`config.mk`:
```
export PLATFORM = sky130hd
export DESIGN_NAME = pwm_bank
export DESIGN_NICKNAME = d
export VERILOG_FILES = /design/src/rtl/pwm_bank_pkg.sv /design/src/rtl/pwm_bank_chan.sv /design/src/rtl/pwm_bank.sv
export SDC_FILE = /design/constraint.sdc
export NUM_CORES = 1
export LEC_CHECK = 0
export CAP_MARGIN = 20
export CORE_ASPECT_RATIO = 0.8
export CORE_MARGIN = 2
export CORE_UTILIZATION = 60
export CTS_CLUSTER_SIZE = 20
export DETAILED_ROUTE_END_ITERATION = 16
export PLACE_DENSITY = 0.78
export SLEW_MARGIN = 20
export SYNTH_ARGS = -nofsm -noshare
export SYNTH_HDL_FRONTEND = slang
export SYNTH_SLANG_ARGS = --single-unit
```
`constraint.sdc`:
```
create_clock -name Clk -period 3.6 [get_ports Clk]
set_clock_uncertainty 0.2 [all_clocks]
set_input_delay 1.08 -clock Clk [delete_from_list [all_inputs] [get_ports Clk]]
set_output_delay 1.08 -clock Clk [all_outputs]
set_load 0.005 [all_outputs]
```
`src/rtl/pwm_bank_pkg.sv`:
```
// ---------------------------------------------------------------------------
// pwm_bank_pkg : shared sizes, address map limit and duty type for pwm_bank
// Rev 1.0
// ---------------------------------------------------------------------------
`default_nettype none

package pwm_bank_pkg;

  localparam int          NUM_CH        = 8;
  localparam int          DUTY_W        = 16;
  localparam logic [15:0] CNT_MAX       = 16'hFFFF;
  localparam logic [7:0]  REG_LAST_ADDR = 8'h0F;

  typedef logic [DUTY_W-1:0] duty_t;

  function automatic logic addr_is_duty(input logic [7:0] addr);
    return addr <= REG_LAST_ADDR;
  endfunction

endpackage

`default_nettype wire

```
`src/rtl/pwm_bank_chan.sv`:
```
// ---------------------------------------------------------------------------
// pwm_bank_chan : one PWM channel with byte staging, atomic commit, comparator
// Optional: PWM_BANK_SYNC_UPDATE_EN selects period-boundary duty updates.
// Rev 1.0
// ---------------------------------------------------------------------------
`default_nettype none

module pwm_bank_chan
  import pwm_bank_pkg::*;
(
  input  logic       clk_i,
  input  logic       rst_ni,
  input  logic       lo_we_i,
  input  logic       hi_we_i,
  input  logic [7:0] data_i,
  input  duty_t      cnt_i,
  input  logic       wrap_i,
  input  logic       en_i,
  output duty_t      duty_pend_o,
  output logic       pwm_o
);

  logic [7:0] lo_hold_q;
  duty_t      duty_pend_q;
  duty_t      duty_cmp;
  logic       pwm_q;

  // The high-byte write pairs with the staged low byte, so software only
  // ever exposes a complete 16-bit value to the comparator.
  always_ff @(posedge clk_i) begin
    if (!rst_ni) begin
      lo_hold_q   <= 8'h00;
      duty_pend_q <= '0;
    end else begin
      if (lo_we_i) lo_hold_q   <= data_i;
      if (hi_we_i) duty_pend_q <= {data_i, lo_hold_q};
    end
  end

`ifdef PWM_BANK_SYNC_UPDATE_EN
  duty_t duty_act_q;

  always_ff @(posedge clk_i) begin
    if (!rst_ni) begin
      duty_act_q <= '0;
    end else if (!en_i || wrap_i) begin
      duty_act_q <= duty_pend_q;
    end
  end

  assign duty_cmp = duty_act_q;
`else
  logic unused_wrap;
  assign unused_wrap = wrap_i;
  assign duty_cmp    = duty_pend_q;
`endif

  always_ff @(posedge clk_i) begin
    if (!rst_ni) begin
      pwm_q <= 1'b0;
    end else begin
      pwm_q <= en_i && (cnt_i < duty_cmp);
    end
  end

  assign duty_pend_o = duty_pend_q;
  assign pwm_o       = pwm_q;

endmodule

`default_nettype wire

```
`src/rtl/pwm_bank.sv`:
```
// ---------------------------------------------------------------------------
// pwm_bank : eight-channel PWM bank fed by the byte-wide I2C register bus
// Optional: PWM_BANK_SYNC_UPDATE_EN selects period-boundary duty updates.
// Rev 1.0
// ---------------------------------------------------------------------------
`default_nettype none

module pwm_bank
  import pwm_bank_pkg::*;
#(
  parameter int unsigned PRESCALE = 1
) (
  input  logic       Clk,
  input  logic       rst_n,
  input  logic       en,
  input  logic       WEn,
  input  logic [7:0] Addr,
  input  logic [7:0] Out,
  output logic [7:0] rd_data,
  output logic [7:0] pwm_out,
  output logic       frame_start
);

  localparam logic [15:0] PRE_LAST = 16'(PRESCALE - 1);

  logic [15:0] pre_cnt_q, pre_cnt_d;
  duty_t       cnt_q, cnt_d;
  logic        frame_start_q;
  logic        tick;
  logic        wrap;

  logic              addr_hit;
  logic [2:0]        ch_sel;
  logic [NUM_CH-1:0] lo_we;
  logic [NUM_CH-1:0] hi_we;
  duty_t             duty_pend [NUM_CH];

  assign tick = en && (pre_cnt_q == PRE_LAST);
  assign wrap = tick && (cnt_q == CNT_MAX);

  always_comb begin
    pre_cnt_d = pre_cnt_q;
    cnt_d     = cnt_q;
    if (!en) begin
      pre_cnt_d = 16'h0000;
      cnt_d     = '0;
    end else if (tick) begin
      pre_cnt_d = 16'h0000;
      cnt_d     = cnt_q + 16'h0001;
    end else begin
      pre_cnt_d = pre_cnt_q + 16'h0001;
    end
  end

  always_ff @(posedge Clk) begin
    if (!rst_n) begin
      pre_cnt_q     <= 16'h0000;
      cnt_q         <= '0;
      frame_start_q <= 1'b0;
    end else begin
      pre_cnt_q     <= pre_cnt_d;
      cnt_q         <= cnt_d;
      frame_start_q <= wrap;
    end
  end

  assign addr_hit = addr_is_duty(Addr);
  assign ch_sel   = Addr[3:1];

  generate
    for (genvar gi = 0; gi < NUM_CH; gi++) begin : g_chan
      assign lo_we[gi] = WEn && addr_hit && !Addr[0] && (ch_sel == 3'(gi));
      assign hi_we[gi] = WEn && addr_hit &&  Addr[0] && (ch_sel == 3'(gi));

      pwm_bank_chan u_chan (
        .clk_i       (Clk),
        .rst_ni      (rst_n),
        .lo_we_i     (lo_we[gi]),
        .hi_we_i     (hi_we[gi]),
        .data_i      (Out),
        .cnt_i       (cnt_q),
        .wrap_i      (wrap),
        .en_i        (en),
        .duty_pend_o (duty_pend[gi]),
        .pwm_o       (pwm_out[gi])
      );
    end
  endgenerate

  always_comb begin
    rd_data = 8'h00;
    if (addr_hit) begin
      rd_data = Addr[0] ? duty_pend[ch_sel][15:8] : duty_pend[ch_sel][7:0];
    end
  end

  assign frame_start = frame_start_q;

endmodule

`default_nettype wire

```
# Word-level counts from Yosys, hierarchy flattened
# Cells that the tools add are included.
# W data, S select, Z words.
# op_classes
n_addsub,2
order_cmp,10
n_eq_ne,8
n_mux,5
n_bitwise,3
n_reduce_logical,34
# op_table
operator,count
$lt A16 B16 Y1,8
$bmux W16 S3,1
$add A16 B1 Y16 const B,2
$mux W16,2
$logic_and A1 B1 Y1,29
$eq A16 B16 Y1 const B,1
$logic_not A16 Y1,1
$mux W8,2
$eq A3 B3 Y1 const B,4
$le A8 B4 Y1 const B,1
$eq A3 B2 Y1 const B,2
$ge A4 B4 Y1 const B,1
$not A3 Y4,1
$eq A3 B1 Y1 const B,1
$logic_not A3 Y1,1
$reduce_or A3 Y1,1
$not A1 Y1,2
$reduce_and A2 Y1,1
$logic_not A1 Y1,1
# word_totals
register_bits,233
in_bits,20
word_cells,89

# Longest topological paths before layout
# logic_depth
depth_word,6
depth_mapped,8
ltp_nobuf,7

# Modules after synthesis
# A second synthesis with hierarchy kept.
# unflattened
cells_unflattened,1366
hier_area_um2,13226.4
# modules_own_cells
mod,n_inst,cells_per_inst,area_each_um2,seq_area_each_um2
pwm_bank_chan,8,130,1303.8,500.5
pwm_bank,1,326,2796.4,660.6

# Worst setup path before layout
# OpenSTA, ideal clock, no wires.
# synth_timing
path_kind,input to output
startpoint,input Addr[6]
endpoint,output rd_data[6]
t_arrival_ps,2345
path_slack_ps,-25
path_stages,5
path_buffers,2
cell_sequence,or3_1 buf_2 or3_2 clkbuf_1 o22ai_1
# synth_via
elab_chain_cells,2
# synth_rtl
item,line_no,rtl
start: declaration,pwm_bank.sv:17,"input logic [7:0] Addr,"
$le A8 B4 Y1,pwm_bank_pkg.sv:17,return addr <= REG_LAST_ADDR;
$mux W8,pwm_bank.sv:92,if (addr_hit) begin
end: declaration,pwm_bank.sv:19,"output logic [7:0] rd_data,"
# Every way passes these cells.

# Final worst setup path
# layout_timing
startpoint,input Addr[4]
endpoint,output rd_data[3]
# Same word-level chain as after synthesis.

==> results.yml <==
clock_tree:
  cts_tree: "built"
  clk-insertion-delay-late_ns: 0.52
  numClockSinks: 233
  root_buffer: "clkbuf_16"
  clkTransAtPathRegs_ns: 0.06
  cts_buffers: 23
  cts_buffer_depth: 3
  h-tree-depth: 1
critical_path:
  cp_max_fo: 5
  crit_arrival_ns: 2.44
  critical_path_class: "in -> out"
  critPathLaunchType: "primary input"
  cp_data_required_time_ns: 2.32
  max_stage_delay_ns: 0.42
  slowest_stage: "or3_4"
  path_cells: "buf_6, or3_4, or3_4, buf_6, o22ai_4, buf_2"
  r2r_setup_slack_ns: 0.94
  critPathCaptureType: "primary output"
detailed_routing:
  first_pass_iters: 5
  wl_per_cell_microns: 20.1
  drc: 0
  drt_iter0_markers: 1262
  routed-via-count: 10461
  routed_wl_microns: 34000
  avgViaCountPerCell: 6.17
  ant_nets: 0
logic_synthesis:
  synth_compound_area_share_pct: 13.4
  synth.most_common_cell: "dfxtp_1"
  yosys-top-cells-count: "dfxtp_1, o21ai_0, nand3_1"
  synthCells: 1391
  synth-simple-area-share_pct: 17.4
  async_flop_share_pct: 0
  synth.distinct_cells: 49
  synth.largest_area_cell: "dfxtp_1"
  synth_top_family_by_area: "simple AND/OR/NAND/NOR gates"
  synth.top_cell.area_share_pct: 38.5
  synth_area_leaders: "dfxtp_1, ha_1, o21ai_0"
  synth_xor_area_share_pct: 1.81
  syn_avg_cell_area_sq_um: 8.72
  synth_flop_cell: "dfxtp_1"
  synth_warnings: 0
  synth-edff-count: 0
  yosysSeqAreaShare_pct: 38.5
  muxShareOfSynthArea_pct: 8.67
  synthAdderAreaFrac_pct: 12.7
  syn_area_sq_um: 12100
  ys_ff_latch: 233
  syn_nets: 1534
sta:
  report.final.slew_viol_count: 0
  fin_crit_sh_pct: 103
  min_period_ns: 3.72
  tns_ns: -0.829
  grt_setup_unrepaired: "yes"
  setup_violations: 8
  worst_slew_pin_slew_ns: 0.919
  maxClockFrequency_mhz: 269
  hold_viol: 0
  worst_slack_ns: -0.115
  max_slew_margin_pct: 38.6
power_and_ir_drop:
  seqPwrFrac_pct: 50.2
  peakVddDrop_mv: 0.430
  clkPwrFrac_pct: 44.9
  swShare_pct: 22.7
  power.density_nw_per_um2: 370
  pwr-share-comb_pct: 4.9
  p_int_mw: 3.98
  p_sw_mw: 1.17
  leakagePower_nw: 5.09
place:
  gp_congestion: 0.982
  place_hpwl_microns: 23200
  io_buffers: 36
  place_inst: 1641
floorplanning:
  start_util_pct: 61.2
  die_y_microns: 131
  die_area_sq_um: 21400
  num_rows: 46
  coreArea_sq_um: 19800
  pin_count: 37
  chipWidth_microns: 163
job:
  max_cap_violations: 0
grt:
  grt_usage_pct: 31.8
  antenna_found_initial: 2
  grt_overflow: 0
  grt_pass1_wl_microns: 53100
  grt_max_degree: 137
  grt_pass1_vias: 9685
cells_and_area:
  layout-drive-gt1-share_pct: 11.9
  layout.nets: 1560
  multi_input_area_sq_um: 6810
  nFillCells: 1503
  syn2layout_area_growth_pct: 14.7
  regArea_sq_um: 4660
  finalNonFillerCells: 1696
  fin_util_pct: 70.3
status:
  violations: "setup timing"
  status: "complete, but fails checks"
hold_path:
  min_path_type: "reg -> reg"
sequential cells by signal, indices dropped and copies added (netlist names):
signal,count
frame_start,1
pre_cnt_q,16
g_chan.u_chan.lo_hold_q,64
g_chan.u_chan.duty_pend_o,128
cnt_q,16
g_chan.u_chan.pwm_o,8
critical path, delay by kind of cell:
family / cells / cell delay, ns
buffers and inverters: 3 / 0.39
and+or+nand+nor: 2 / 0.84
AOI/OAI and AO/OA: 1 / 0.12
metrics by stage:
stage          hold WS [ns]  total power, mW  setup slack [ns]  area, sq um
6_report              0.255             5.15            -0.115        13900
4_1_cts               0.258             5.16            -0.114        13900
3_5_place_dp          0.249             2.87             -1.01        12800
5_1_grt               0.274             5.28            -0.122        13900
3_3_place_gp          0.240             2.86            -0.987        12800
2_1_floorplan         0.236             2.77          -0.00335        12100
kinds of logic (layout without fill, tap and decap cells):
kind of cell | Yosys count | in the layout
other | 0 | 1
multiplexers | 65 | 65
AND/OR/NAND/NOR | 428 | 428
AO/OA/AOI/OAI | 293 | 293
adder cells (fa/ha/maj) | 123 | 123
XOR/XNOR | 25 | 25
buffers and inverters | 224 | 264
flip-flops | 233 | 233
power by group through the flow:
stage / Clock, mW / Combinational (mW) / Sequential, mW
3_5_place_dp: 0 / 0.221 / 2.65
5_1_grt: 2.43 / 0.265 / 2.59
2_1_floorplan: 0 / 0.132 / 2.64
4_1_cts: 2.33 / 0.243 / 2.59
3_3_place_gp: 0 / 0.218 / 2.65
6_report: 2.31 / 0.252 / 2.59
routing by layer:
metal,GRT usage (%),share of wire (%),up-vias,wire length (microns)
met3,6.28,9.3,148,3180
met2,49.3,43,481,14600
li1,-,-,4974,-
met1,43.8,43,4858,14600
met5,0,0,-,0
met4,12.0,4.9,0,1660
path summary, 6_finish.rpt:
path,start,end,cells past startpoint
worst max-delay path,Addr[4],rd_data[3],6
worst min-delay path,g_chan[4].u_chan.lo_hold_q[7],g_chan[4].u_chan.duty_pend_o[7],2
worst max register to register,cnt_q[8],g_chan[4].u_chan.pwm_o,6
worst min register to register,g_chan[4].u_chan.lo_hold_q[7],g_chan[4].u_chan.duty_pend_o[7],2
cells in the final DEF (no fill, tap or decap), types with 14 or more instances in the layout:
master           netlist  routed
dfxtp_1              233     233
nand2_1              110     109
o21ai_0              201     201
buf_6                  1      14
clkdlybuf4s50_1        0      19
nand3_1              189     189
nor2_1                47      46
mux4_2                32      32
a21oi_1               43      43
ha_1                 123     123
inv_1                128     128
buf_4                 10      41
xnor2_1               15      15
mux2i_1               33      19
nand4_1               18      18
clkbuf_16              0      23
layout make-up:
type	instances	share of cell area [%]
tap	264	2.37
clock buffer	34	4.65
antenna	1	0.0180
inverter	129	3.50
sequential	233	33.5
timing repair buffer	96	6.54
multi-input combinational	934	49.0
clock inverter	5	0.423
what timing repair did:
item	in CTS	in global routing
buffers inserted	13	1
cloned	1	0
resized for setup	103	7
pin swaps	6	2
setup endpoints to repair	8	8
hold buffers	0	0
No activity file was read; power rests on OpenSTA's default activity.
